<file path="src/rtl/i2s_pkg.sv">
// Shared types and helpers for the I2S/TDM serial-audio receiver.
package i2s_pkg;

    // Receiver framing state: waiting for a frame sync, or shifting in a frame.
    typedef enum logic {
        HUNT = 1'b0,
        RECV = 1'b1
    } state_t;

    // Values for the TDM parameter.
    localparam int I2S_MODE = 0;
    localparam int TDM_MODE = 1;

    // Counter width able to hold 0..n-1; never narrower than one bit.
    function automatic int cnt_width(input int n);
        return (n > 1) ? $clog2(n) : 1;
    endfunction

endpackage

</file>
<file path="src/rtl/i2s_tdm_rx_if.sv">
// Frame output stream of the receiver.
// Handshake: the master raises valid with samples stable and may not change
// samples while valid is high; the frame is consumed at a rising clock edge
// where valid && ready; ready may be driven regardless of valid.
interface i2s_tdm_rx_if #(
    parameter int DATA_W = 32
) ();
    logic [DATA_W-1:0] samples;
    logic              valid;
    logic              ready;

    modport master (output samples, output valid, input ready);
    modport slave  (input samples, input valid, output ready);
endinterface

</file>
<file path="src/rtl/i2s_frame_sync.sv">
// Frame synchroniser: detects frame starts on ws, runs the HUNT/RECV FSM and
// the bit counter, and tells the datapath where the current bit belongs.
module i2s_frame_sync
    import i2s_pkg::*;
#(
    parameter int WIDTH      = 16,
    parameter int SLOT_WIDTH = 16,
    parameter int NUM_CHAN   = 2,
    parameter int TDM        = I2S_MODE,
    localparam int N         = NUM_CHAN * SLOT_WIDTH,
    localparam int CW        = cnt_width(N),
    localparam int SLW       = cnt_width(NUM_CHAN),
    localparam int OFW       = cnt_width(SLOT_WIDTH)
) (
    input  logic           clk,
    input  logic           rst,
    input  logic           ws,
    output state_t         state,
    output logic [SLW-1:0] slot,
    output logic [OFW-1:0] offset,
    output logic           bit_en,
    output logic           frame_done,
    output logic           err_now,
    output logic           frame_err
);

    logic          ws_q;
    logic [CW-1:0] bit_cnt;
    logic          fs;
    logic          last;

    // Frame start edge and position decode for the bit sampled at this edge.
    always_comb begin
        fs         = (TDM == I2S_MODE) ? (ws_q & ~ws) : (~ws_q & ws);
        last       = (bit_cnt == CW'(N - 1));
        slot       = SLW'(32'(bit_cnt) / SLOT_WIDTH);
        offset     = OFW'(32'(bit_cnt) % SLOT_WIDTH);
        frame_done = (state == RECV) && last;
        // An early sync discards the bit on that edge; at the last bit a sync is normal.
        bit_en     = (state == RECV) && (last || !fs) && (32'(offset) < WIDTH);
        err_now    = (state == RECV) && (last ? !fs : fs);
    end

    // HUNT/RECV FSM with bit counter; frame_err is a registered one-cycle pulse.
    always_ff @(posedge clk) begin
        if (rst) begin
            state     <= HUNT;
            bit_cnt   <= '0;
            ws_q      <= ws;
            frame_err <= 1'b0;
        end else begin
            ws_q      <= ws;
            frame_err <= 1'b0;
            case (state)
                HUNT: begin
                    if (fs) begin
                        state   <= RECV;
                        bit_cnt <= '0;
                    end
                end
                RECV: begin
                    if (last) begin
                        bit_cnt <= '0;
                        if (!fs) begin
                            state     <= HUNT;
                            frame_err <= 1'b1;
                        end
                    end else if (fs) begin
                        bit_cnt   <= '0;
                        frame_err <= 1'b1;
                    end else begin
                        bit_cnt <= bit_cnt + 1'b1;
                    end
                end
                default: state <= HUNT;
            endcase
        end
    end

endmodule

</file>
<file path="src/rtl/i2s_tdm_rx.sv">
// Parametrised I2S/TDM receiver: assembles slots MSB-first into a frame and
// presents complete frames through a one-entry holding register.
module i2s_tdm_rx
    import i2s_pkg::*;
#(
    parameter int WIDTH      = 16,
    parameter int SLOT_WIDTH = 16,
    parameter int NUM_CHAN   = 2,
    parameter int TDM        = I2S_MODE,
    localparam int FW        = NUM_CHAN * WIDTH,
    localparam int IW        = cnt_width(FW),
    localparam int SLW       = cnt_width(NUM_CHAN),
    localparam int OFW       = cnt_width(SLOT_WIDTH)
) (
    input  logic         sclk_i,
    input  logic         rst_i,
    input  logic         ws_i,
    input  logic         sdata_i,
    i2s_tdm_rx_if.master frame,
    output logic         frame_err_o,
    output logic         overrun_o,
    output logic         err_led_o,
    output state_t       state_o
);

    logic [SLW-1:0] slot;
    logic [OFW-1:0] offset;
    logic           bit_en;
    logic           frame_done;
    logic           err_now;
    logic [FW-1:0]  asm_q;
    logic [FW-1:0]  frame_next;
    logic [IW-1:0]  bit_idx;
    logic           drop;

    i2s_frame_sync #(
        .WIDTH      (WIDTH),
        .SLOT_WIDTH (SLOT_WIDTH),
        .NUM_CHAN   (NUM_CHAN),
        .TDM        (TDM)
    ) u_sync (
        .clk        (sclk_i),
        .rst        (rst_i),
        .ws         (ws_i),
        .state      (state_o),
        .slot       (slot),
        .offset     (offset),
        .bit_en     (bit_en),
        .frame_done (frame_done),
        .err_now    (err_now),
        .frame_err  (frame_err_o)
    );

    // Insert this edge's bit into the assembly image; MSB of a slot lands highest.
    always_comb begin
        frame_next = asm_q;
        bit_idx    = IW'(32'(slot) * WIDTH + (WIDTH - 1) - 32'(offset));
        if (bit_en) begin
            frame_next[bit_idx] = sdata_i;
        end
        drop = frame_done && frame.valid && !frame.ready;
    end

    // Assembly register, holding register, handshake and error reporting.
    always_ff @(posedge sclk_i) begin
        if (rst_i) begin
            asm_q         <= '0;
            frame.samples <= '0;
            frame.valid   <= 1'b0;
            overrun_o     <= 1'b0;
            err_led_o     <= 1'b0;
        end else begin
            asm_q     <= frame_next;
            overrun_o <= drop;
            if (frame_done && !drop) begin
                frame.samples <= frame_next;
                frame.valid   <= 1'b1;
            end else if (!frame_done && frame.valid && frame.ready) begin
                frame.valid <= 1'b0;
            end
            if (err_now || drop) begin
                err_led_o <= 1'b1;
            end
        end
    end

endmodule
</file>
<file path="src/flat_wrapper.sv">
// flat-port wrapper written by rule: the top's interface ports become plain ports
module i2s_tdm_rx_flat import i2s_pkg::*;
#(
    parameter int WIDTH      = 16,
    parameter int SLOT_WIDTH = 16,
    parameter int NUM_CHAN   = 2,
    parameter int TDM        = I2S_MODE,
    localparam int FW        = NUM_CHAN * WIDTH,
    localparam int IW        = cnt_width(FW),
    localparam int SLW       = cnt_width(NUM_CHAN),
    localparam int OFW       = cnt_width(SLOT_WIDTH)
)
  (sclk_i, rst_i, ws_i, sdata_i, frame_err_o, overrun_o, err_led_o, state_o, frame_samples, frame_valid, frame_ready);
  i2s_tdm_rx_if frame_i ();
  input  logic sclk_i;
  input  logic rst_i;
  input  logic ws_i;
  input  logic sdata_i;
  output logic frame_err_o;
  output logic overrun_o;
  output logic err_led_o;
  output state_t state_o;
  output wire logic [$bits(frame_i.samples)-1:0] frame_samples;
  output wire logic [$bits(frame_i.valid)-1:0] frame_valid;
  input wire logic [$bits(frame_i.ready)-1:0] frame_ready;
  assign frame_samples = frame_i.samples;
  assign frame_valid = frame_i.valid;
  assign frame_i.ready = frame_ready;
  i2s_tdm_rx #(.WIDTH(WIDTH), .SLOT_WIDTH(SLOT_WIDTH), .NUM_CHAN(NUM_CHAN), .TDM(TDM)) u_core (.sclk_i(sclk_i), .rst_i(rst_i), .ws_i(ws_i), .sdata_i(sdata_i), .frame(frame_i), .frame_err_o(frame_err_o), .overrun_o(overrun_o), .err_led_o(err_led_o), .state_o(state_o));
endmodule
</file>
<file path="config.mk">
export PLATFORM = sky130hd
export DESIGN_NAME = i2s_tdm_rx_flat
export DESIGN_NICKNAME = d
export VERILOG_FILES = /design/src/rtl/i2s_pkg.sv /design/src/rtl/i2s_tdm_rx_if.sv /design/src/rtl/i2s_frame_sync.sv /design/src/rtl/i2s_tdm_rx.sv /design/src/flat_wrapper.sv
export SDC_FILE = /design/constraint.sdc
export NUM_CORES = 1
export LEC_CHECK = 0
export CAP_MARGIN = 20
export CORE_MARGIN = 2
export CORE_UTILIZATION = 54
export CTS_CLUSTER_SIZE = 30
export DETAILED_ROUTE_END_ITERATION = 7
export PLACE_DENSITY_LB_ADDON = 0.2
export SLEW_MARGIN = 10
export SYNTH_ARGS = -nofsm -noshare
export SYNTH_HDL_FRONTEND = slang
export SYNTH_SLANG_ARGS = --single-unit
export TNS_END_PERCENT = 20
</file>
<file path="constraint.sdc">
create_clock -name sclk_i -period 3 [get_ports sclk_i]
set_clock_uncertainty 0.05 [all_clocks]
set_input_delay 0.3 -clock sclk_i [delete_from_list [all_inputs] [get_ports sclk_i]]
set_output_delay 0.3 -clock sclk_i [all_outputs]
set_load 0.02 [all_outputs]
</file>
---- After elaboration in Yosys (flattened, before gate mapping) ----
Index checks and enable logic that the tools add are counted.
Widths: inputs -> output; s select.
word-level totals
  logic and storage cells ................. 52
  bits in registers ....................... 75
  output and inout port bits .............. 37
cells by class
  reductions and logical operators ........ 17
  bitwise gates (word level) .............. 3
  $lt $le $gt $ge ......................... 2
  add/subtract/negate cells ............... 3
  mux-type cells .......................... 16
  equality and inequality tests ........... 2
operator list
  operator             count
  $bwmux 32            1
  $mux 32              1
  $mux 5               3
  $pmux 5 s2           1
  $logic_and 1x1->1    9
  $mux 1               8
  $lt 5x6->1 const B   1
  $add 5x1->5 const B  1
  $add 5x4->5 const B  1
  $demux 1 s5          1
  $eq 5x5->1 const B   1
  $ge 5x1->1 const B   1
  $sub 5x4->5          1
  $logic_not 1->1      4
  $logic_or 1x1->1     2
  $ne 2x2->1 const B   1
  $not 1->1            2
  $pmux 1 s2           1
  $reduce_bool 2->1    1
  $reduce_or 2->1      1
  $and 1x1->1          1

---- Logic depth before layout (Yosys ltp) ----
Gate-level depths: netlist of run 1.
  depth in word-level cells ............... 8
  depth in mapped cells ................... 9
  depth with buffers taken out ............ 9

---- Cells and area by module ----
A second synthesis of run 1 with hierarchy kept.
unflattened totals
  cell total of the unflattened synthesis .. 309
  area, all modules ....................... 3027.9 µm²
by module, submodules not included
  module          times used  area each (µm²)  cells each  sequential area each (µm²)
  i2s_tdm_rx      1           2640.0           267         1341.3
  i2s_frame_sync  1           387.9            42          160.2

---- Least setup slack after synthesis of run 1 ----
No wires, ideal clock.
  path kind ............................... register -> register
  from .................................... register u_core.u_sync.bit_cnt[2]
  to ...................................... register u_core.frame.samples[25]
  period minus slack after synthesis ...... 2.207 ns
  path slack .............................. 0.793 ns
  arrival time ............................ 2.072 ns
  library setup time ...................... 0.086 ns
  stages on the path, launching flop included .. 10
  required time ........................... 2.864 ns
  cell sequence ........................... dfxtp_1 buf_2 and3_1 ha_1 inv_1 ha_1 and4bb_4 nand3_1 mux2i_1 a211oi_1
between the ends
  cells in the longest elaborated chain, start to end .. 7
  elaborated cells on any way between the ends .. 16
  classes of those cells .................. add/sub (1); order compare (2); eq/ne (1); mux (4); reduce/logical (8)
ends and longest elaborated chain
  element                                                                RTL line              RTL
  from (decl)                                                            i2s_frame_sync.sv:28  logic [CW-1:0] bit_cnt;
  from (signal assigned)                                                 i2s_frame_sync.sv:72  bit_cnt <= bit_cnt + 1'b1;
  $sub 5x4->5                                                            i2s_tdm_rx.sv:57      bit_idx = IW'(32'(slot) * WIDTH + (WIDTH - 1) - 32'(offset));
  $lt 5x6->1 (implied by the code) / $ge 5x1->1 (equally long branches)  i2s_tdm_rx.sv:59      frame_next[bit_idx] = sdata_i;
  $logic_and 1x1->1 (implied by the code)                                i2s_tdm_rx.sv:59
  $mux 1 (implied by the code)                                           i2s_tdm_rx.sv:59
  $demux 1 s5                                                            --
  $bwmux 32                                                              i2s_tdm_rx.sv:59
  $mux 32                                                                i2s_tdm_rx.sv:58      if (bit_en) begin
  to (signal assigned)                                                   i2s_tdm_rx.sv:76      frame.samples <= frame_next;
  to (decl)                                                              i2s_tdm_rx_if.sv:12   modport master (output samples, output valid, input ready);
Parallel ways exist; a longest one is shown, timed or not.
A chain may end at the register's enable or synchronous reset.

---- Worst setup path in the final report of run 1 ----
  from .................................... register u_core.u_sync.bit_cnt[1]
  to ...................................... register u_core.frame.samples[24]
Same word-level chain as after synthesis.

==> results of run 1 <==
==> power breakdown <==
part           leakage (nW)  total (mW)  switching, mW  internal (mW)
combinational         0.757      0.0626         0.0399         0.0227
clock                0.0991       0.790          0.361          0.429
sequential            0.605        1.00        0.00196          0.999
total                  1.46        1.85          0.403           1.45
==> worst register-to-register path: stages (launching register included) <==
cell and delay, ns:
dfxtp_1 0.39, ha_1 0.27, and3_1 0.21, ha_1 0.21, inv_1 0.11, ha_1 0.29, and4bb_2 0.42, nand3_1 0.13
mux2i_1 0.26, a211oi_2 0.10
==> cell families (layout without fill, tap and decap cells) <==
family / Yosys count / in the layout / synth area share (%)
and+or+nand+nor: 129 / 129 / 21.2
DFF: 75 / 75 / 49.5
AOI/OAI and AO/OA: 41 / 41 / 9.83
muxes: 33 / 33 / 10.9
buffers and inverters: 30 / 67 / 5.57
adders and majority gates: 7 / 7 / 2.89
==> flip-flops by register name (all words and copies together), names as in the netlist <==
name and flops:
u_core.u_sync.ws_q 1, u_core.err_led_o 1, u_core.asm_q 32, u_core.u_sync.state 1, u_core.u_sync.frame_err 1, u_core.overrun_o 1, u_core.frame.samples 32, u_core.u_sync.bit_cnt 5
u_core.frame.valid 1
==> cell usage in the layout (no fill, tap or decap) <==
| cell | n |
|---|---|
| dfxtp_1 | 75 |
| nor2_1 | 69 |
| clkdlybuf4s50_1 | 40 |
| mux2i_1 | 32 |
| a211oi_1 | 31 |
| nand2_1 | 26 |
| clkbuf_8 | 11 |
| nand3_1 | 8 |
| ha_1 | 7 |
| inv_1 | 5 |
| nand2b_1 | 5 |
| a21oi_1 | 5 |
| buf_4 | 5 |
| and4b_4 | 4 |
| and4bb_4 | 3 |
| nor2b_1 | 3 |
| nand3_2 | 3 |
| nor3_1 | 2 |
| o21ai_0 | 2 |
| and3_1 | 1 |
| nand2b_4 | 1 |
| nor2b_4 | 1 |
| nor2_2 | 1 |
| and4bb_2 | 1 |
| mux2_2 | 1 |
| a311oi_1 | 1 |
| a32oi_1 | 1 |
| nor3b_1 | 1 |
| a211oi_2 | 1 |
| clkinvlp_4 | 1 |
| inv_6 | 1 |
| bufinv_16 | 1 |
| clkbuf_1 | 1 |
| buf_2 | 1 |
| buf_12 | 1 |
==> per-layer routing <==
layer / GRT usage (%) / vias to the layer above / part of all wire (%)
li1: - / 1142 / -
met1: 29.6 / 1043 / 48
met2: 32.3 / 39 / 46
met3: 5.91 / 6 / 3.8
met4: 7.76 / 0 / 1.4
met5: 0 / - / 0
==> final timing paths <==
kind                                                       startpoint                               endpoint  slack, ns  cells after the start
worst max-delay path            u_core.u_sync.bit_cnt[1]$_SDFFE_PP0P_  u_core.frame.samples[24]$_SDFFE_PP0P_       0.44                      9
worst min-delay path                                            rst_i            u_core.asm_q[16]$_SDFF_PP0_       0.32                      2
worst max register to register  u_core.u_sync.bit_cnt[1]$_SDFFE_PP0P_  u_core.frame.samples[24]$_SDFFE_PP0P_       0.44                      9
worst min register to register          u_core.err_led_o$_SDFFE_PP0P_          u_core.err_led_o$_SDFFE_PP0P_       0.43                      2
==> per-stage QoR <==
stage	area, µm²	std cells	util [%]	power (mW)	hold WS, ns
global placement	3440	409	62.9	1.09	0.405
finish	3640	424	66.6	1.85	0.322
global route	3640	424	66.6	1.92	0.334
floorplan	3030	315	-	1.07	0.278
CTS	3640	424	66.6	1.87	0.310
detailed placement	3440	409	62.9	1.09	0.412
==> cell type report <==
type                            count  area [µm²]  area share [%]
Inverter                            5        18.8           0.515
Multi-Input combinational cell    210        1370            37.5
Tap cell                           72        90.1            2.47
Timing Repair Buffer               47         463            12.7
Sequential cell                    75        1500            41.2
Clock buffer                       12         155            4.26
Clock inverter                      3        46.3            1.27
==> impl_metrics.yaml, run 1 <==
status:
  outcome: "complete, no violations"
synthesis:
  synthTopCellsByArea: "dfxtp_1 (50%), mux2i_1 (11%), nor2_1 (8.5%), a211oi_1 (7.7%), nand2_1 (3.2%)"
  synth_cells: 315
  synth_most_common_cell: "dfxtp_1"
  async_flop_share_pct: 0
  synth_edf_count: 0
  ys_ff_latch: 75
  ys_top_cells_by_count: "dfxtp_1 (75), nor2_1 (69), mux2i_1 (32)"
  syn_area_per_cell_um2: 9.62
  synth_top_area_cell: "dfxtp_1"
  yosys_warnings: 0
  ys.flop_type: "dfxtp_1"
  ys_types: 29
  ys_seq_area_share_pct: 49.5
  syn-cell-area_um2: 3030
  synth_fp_nets: 327
  yosysTopAreaCellShare_pct: 49.5
drt:
  dr.pass1.iters: 4
  drc: 0
  drt-wirelength-per-cell_um: 14.2
  ant_nets: 0
  vias: 2230
  avgViaCountPerCell: 5.26
  drt-initial-drc-count: 148
  drt_wl_total_mm: 6.02
critical_path:
  path_delay_family: "adder cells"
  cp_max_fo: 8
  crit_top_cell: "ha_1"
  critPathBufInv: 1
  cp_data_required_time_ns: 3.17
  path_cells: "ha_1 -> and3_1 -> ha_1 -> inv_1 -> ha_1 -> and4bb_2 -> nand3_1 -> mux2i_1 -> a211oi_2"
  critical_path_arrival_ns: 2.73
  cp_slowest_cell: "and4bb_2"
  critPathKind: "flip-flop to flip-flop"
  end_kind: "flip-flop"
  cp-start-kind: "flip-flop"
  cp_slowest_stage_delay_ns: 0.42
placed_design:
  dp_hpwl_mm: 3.83
  post-place-ws_ns: 0.513
  gp_congestion: 0.775
  portBuffers: 41
timing:
  worst_slew_pin_slew_ns: 0.650
  finalSetupTns_ns: 0
  max_freq_mhz: 390
  hold_violations: 0
  timing.final.crit_share_pct: 85.4
  min_period_ns: 2.56
  slew_viol_final: 0
  setup_violations: 0
  fin_ws_ns: 0.439
  slew-limit-headroom_pct: 56.6
  rsz0062_at_grt: "false"
final_layout:
  drive_gt1_share_pct: 10.5
  syn2layout_area_growth_pct: 20.2
  fillers: 457
  diodes: 0
  final_nets: 360
clock_tree:
  clockBufferDepth: 2
  clk_latency_ns: 0.34
  htree_num_levels: 3
  cts-resized-gates: 0
  ctsHoldBuffers: 0
  root_buffer: "clkbuf_8"
  post-cts-setup-buffer-count: 0
  path_clk_slew_ns: 0.08
  cts_made_buffers: 9
  cts_sinks: 75
  cts_tree: "done"
die:
  core_area_um2: 5470
  io_pins: 42
  num_rows: 27
  start_util_pct: 55.4
  die_w_um: 78.9
  die_y_um: 78.9
  dieArea_um2: 6230
global_routing:
  grt_overflow: 0
  grt_max_degree: 53
  antenna_found_initial: 0
  track_usage_pct: 21.4
  grt_pass1_vias: 2129
  grt_pass1_wl_mm: 10.4
job:
  maxCapViolCount: 0
hold_path:
  hold_path.class: "primary input to flip-flop"
pwr:
  leakage_nw: 1.46
  power_density_nw_per_um2: 509
  ir_drop_mv: 0.410
No activity file was read; power rests on OpenSTA's default activity.
==> run 2: changes to the inputs <==
--- a/config.mk
+++ b/config.mk
@@ -14,5 +14,6 @@
 export SLEW_MARGIN = 10
 export SYNTH_ARGS = -nofsm -noshare
 export SYNTH_HDL_FRONTEND = slang
+export SYNTH_HIERARCHICAL = 1
 export SYNTH_SLANG_ARGS = --single-unit
 export TNS_END_PERCENT = 20
==> impl_metrics.yaml, run 2 <==
global_routing:
  track_usage_pct: 20.5
  grt_pass1_wl_mm: 9.98
  grt_max_degree: 65
  grt_overflow: 0
  antenna_found_initial: 0
  grt_pass1_vias: 2139
synthesis:
  syn_area_per_cell_um2: 9.80
  yosys_warnings: 6
  ys_seq_area_share_pct: 49.6
  async_flop_share_pct: 0
  synth_fp_nets: 318
  synth_most_common_cell: "dfxtp_1"
  synth_edf_count: 0
  yosysTopAreaCellShare_pct: 49.6
  syn-cell-area_um2: 3030
  synthTopCellsByArea: "dfxtp_1 (50%), mux2i_1 (11%), nor2_1 (8.3%), a211oi_1 (7.9%), nand2_1 (1.9%)"
  ys_types: 33
  synth_cells: 309
  synth_top_area_cell: "dfxtp_1"
  ys_top_cells_by_count: "dfxtp_1 (75), nor2_1 (67), a211oi_1 (32), mux2i_1 (32), nand2_1 (15)"
  ys.flop_type: "dfxtp_1"
  ys_ff_latch: 75
drt:
  drt-initial-drc-count: 102
  vias: 2233
  dr.pass1.iters: 4
  drt_wl_total_mm: 5.88
  avgViaCountPerCell: 5.30
  ant_nets: 0
  drc: 0
  drt-wirelength-per-cell_um: 14.0
job:
  maxCapViolCount: 0
clock_tree:
  post-cts-setup-buffer-count: 0
  htree_num_levels: 3
  clockBufferDepth: 2
  cts_made_buffers: 9
  cts_sinks: 75
  cts-resized-gates: 0
  clk_latency_ns: 0.34
  ctsHoldBuffers: 0
  root_buffer: "clkbuf_8"
  path_clk_slew_ns: 0.08
  cts_tree: "done"
status:
  outcome: "complete, no violations"
pwr:
  ir_drop_mv: 0.400
  pwr-share-clk_pct: 43.1
  p_comb_share_pct: 3.6
  sw_frac_of_total_pct: 21.8
  power_density_nw_per_um2: 514
  pwr-share-seq_pct: 53.3
  p_int_mw: 1.47
  leakage_nw: 1.44
  p_switching_mw: 0.410
hold_path:
  whs_path_depth: 2
  hold_end: "u_core/asm_q[7]$_SDFF_PP0_"
  hold_path.class: "primary input to flip-flop"
  hold_path_startpoint: "rst_i"
timing:
  slew_viol_final: 0
  rsz0062_at_grt: "false"
  hold_violations: 0
  hold_ws_ns: 0.328
  timing.final.crit_share_pct: 87.7
  finalSetupTns_ns: 0
  max_freq_mhz: 380
  slew-limit-headroom_pct: 63.9
  setup_violations: 0
  min_period_ns: 2.63
  worst_slew_pin_slew_ns: 0.541
die:
  die_y_um: 78.9
  die_w_um: 78.9
  num_rows: 27
  io_pins: 42
  start_util_pct: 55.3
  core_area_um2: 5470
  dieArea_um2: 6220
final_layout:
  syn2layout_area_growth_pct: 21.0
  seqCellArea_um2: 1500
  drive_gt1_share_pct: 15.2
  diodes: 0
  final_nets: 353
  final_cell_mix: "dfxtp_1 (75), nor2_1 (67), clkdlybuf4s50_1 (40)"
  final_common_cell: "dfxtp_1"
  fillers: 469
  multi_input_comb_area_um2: 1390
  reg.largest.list: "u_core/asm_q: 32 flops, u_core/frame.samples: 32 flops, u_core/u_sync/bit_cnt: 5 flops"
placed_design:
  portBuffers: 41
  gp_congestion: 0.858
  dp_hpwl_mm: 3.66
critical_path:
  cp_data_required_time_ns: 3.20
  critical_path_arrival_ns: 2.83
  cp_max_fo: 12
  worst_r2r_endpoint: "u_core/frame.samples[15]$_SDFFE_PP0P_"
  cp-start-kind: "flip-flop"
  r2r_slack_ns: 0.37
  critPathKind: "flip-flop to flip-flop"
  reg2reg_from: "u_core/u_sync/bit_cnt[2]$_SDFFE_PP0P_"
  end_kind: "flip-flop"
  rr_worst_depth: 9
run 2: routing by layer:
metal	global-route usage (%)	share of wire, %	vias to the layer above
met2	30.9	46	41
met5	0	0	-
met3	4.43	2.7	6
li1	-	-	1134
met4	9.66	1.3	0
met1	28.2	50	1052
run 2: through the flow:
step	area [µm²]	util (%)	power [mW]	std cells	setup WS [ns]
after floorplan	3030	-	1.08	309	0.567
after global placement	3450	63.0	1.09	405	0.436
after detailed placement	3450	63.0	1.09	405	0.234
after CTS	3660	66.9	1.90	421	0.212
after global routing	3660	66.9	1.94	421	0.144
final	3660	66.9	1.88	421	0.370
run 2: how the worst max path moves through the flow:
stage	from	end	slack [ns]	cells past startpoint
global route	u_core/u_sync/bit_cnt[2]$_SDFFE_PP0P_	u_core/frame.samples[15]$_SDFFE_PP0P_	0.14	9
floorplan	u_core/u_sync/bit_cnt[0]$_SDFFE_PP0P_	u_core/frame.samples[12]$_SDFFE_PP0P_	0.57	10
finish	u_core/u_sync/bit_cnt[2]$_SDFFE_PP0P_	u_core/frame.samples[15]$_SDFFE_PP0P_	0.37	9
CTS	u_core/u_sync/bit_cnt[2]$_SDFFE_PP0P_	u_core/frame.samples[15]$_SDFFE_PP0P_	0.21	9
global placement	u_core/u_sync/bit_cnt[3]$_SDFFE_PP0P_	u_core/frame.samples[15]$_SDFFE_PP0P_	0.44	9
detailed placement	u_core/u_sync/bit_cnt[2]$_SDFFE_PP0P_	u_core/frame.samples[15]$_SDFFE_PP0P_	0.23	9
run 2: kinds of logic after synthesis:
| group | Yosys count | share of synthesized area [%] |
|---|---|---|
| and+or+nand+nor | 132 | 24.0 |
| DFF | 75 | 49.6 |
| AOI/OAI and AO/OA | 40 | 9.30 |
| muxes | 33 | 11.0 |
| buffers and inverters | 25 | 4.55 |
| adders and majority gates | 4 | 1.65 |
run 2: area by class of cell:
type	count	share of cell area, %
Sequential cell	75	41.0
Multi-Input combinational cell	209	38.0
Timing Repair Buffer	46	12.4
Clock buffer	12	4.51
Tap cell	72	2.46
Clock inverter	4	1.30
Inverter	3	0.307
run 2: power groups by stage:
stage | logic (mW) | registers [mW] | clock network [mW]
4_1_cts | 0.0683 | 1.00 | 0.825
2_1_floorplan | 0.0481 | 1.03 | 0
5_1_grt | 0.0749 | 1.00 | 0.865
3_3_place_gp | 0.0672 | 1.03 | 0
6_report | 0.0686 | 1.00 | 0.810
3_5_place_dp | 0.0685 | 1.03 | 0
run 2: worst max-delay path, stage by stage, from the launching register on:
cell      delay, ns
dfxtp_1        0.57
and3_2         0.28
ha_1           0.19
inv_1          0.10
ha_1           0.20
nor2b_2        0.29
nor4b_4        0.35
nand2_1        0.12
mux2i_1        0.17
a211oi_1       0.24
==> run 3: changes to the inputs <==
--- a/config.mk
+++ b/config.mk
@@ -8,7 +8,6 @@
 export CAP_MARGIN = 20
 export CORE_MARGIN = 2
 export CORE_UTILIZATION = 54
-export CTS_CLUSTER_SIZE = 30
 export DETAILED_ROUTE_END_ITERATION = 7
 export PLACE_DENSITY_LB_ADDON = 0.2
 export SLEW_MARGIN = 10
==> results of run 3 <==
No change in the layout: final DEF, timing and power equal those of run 2.
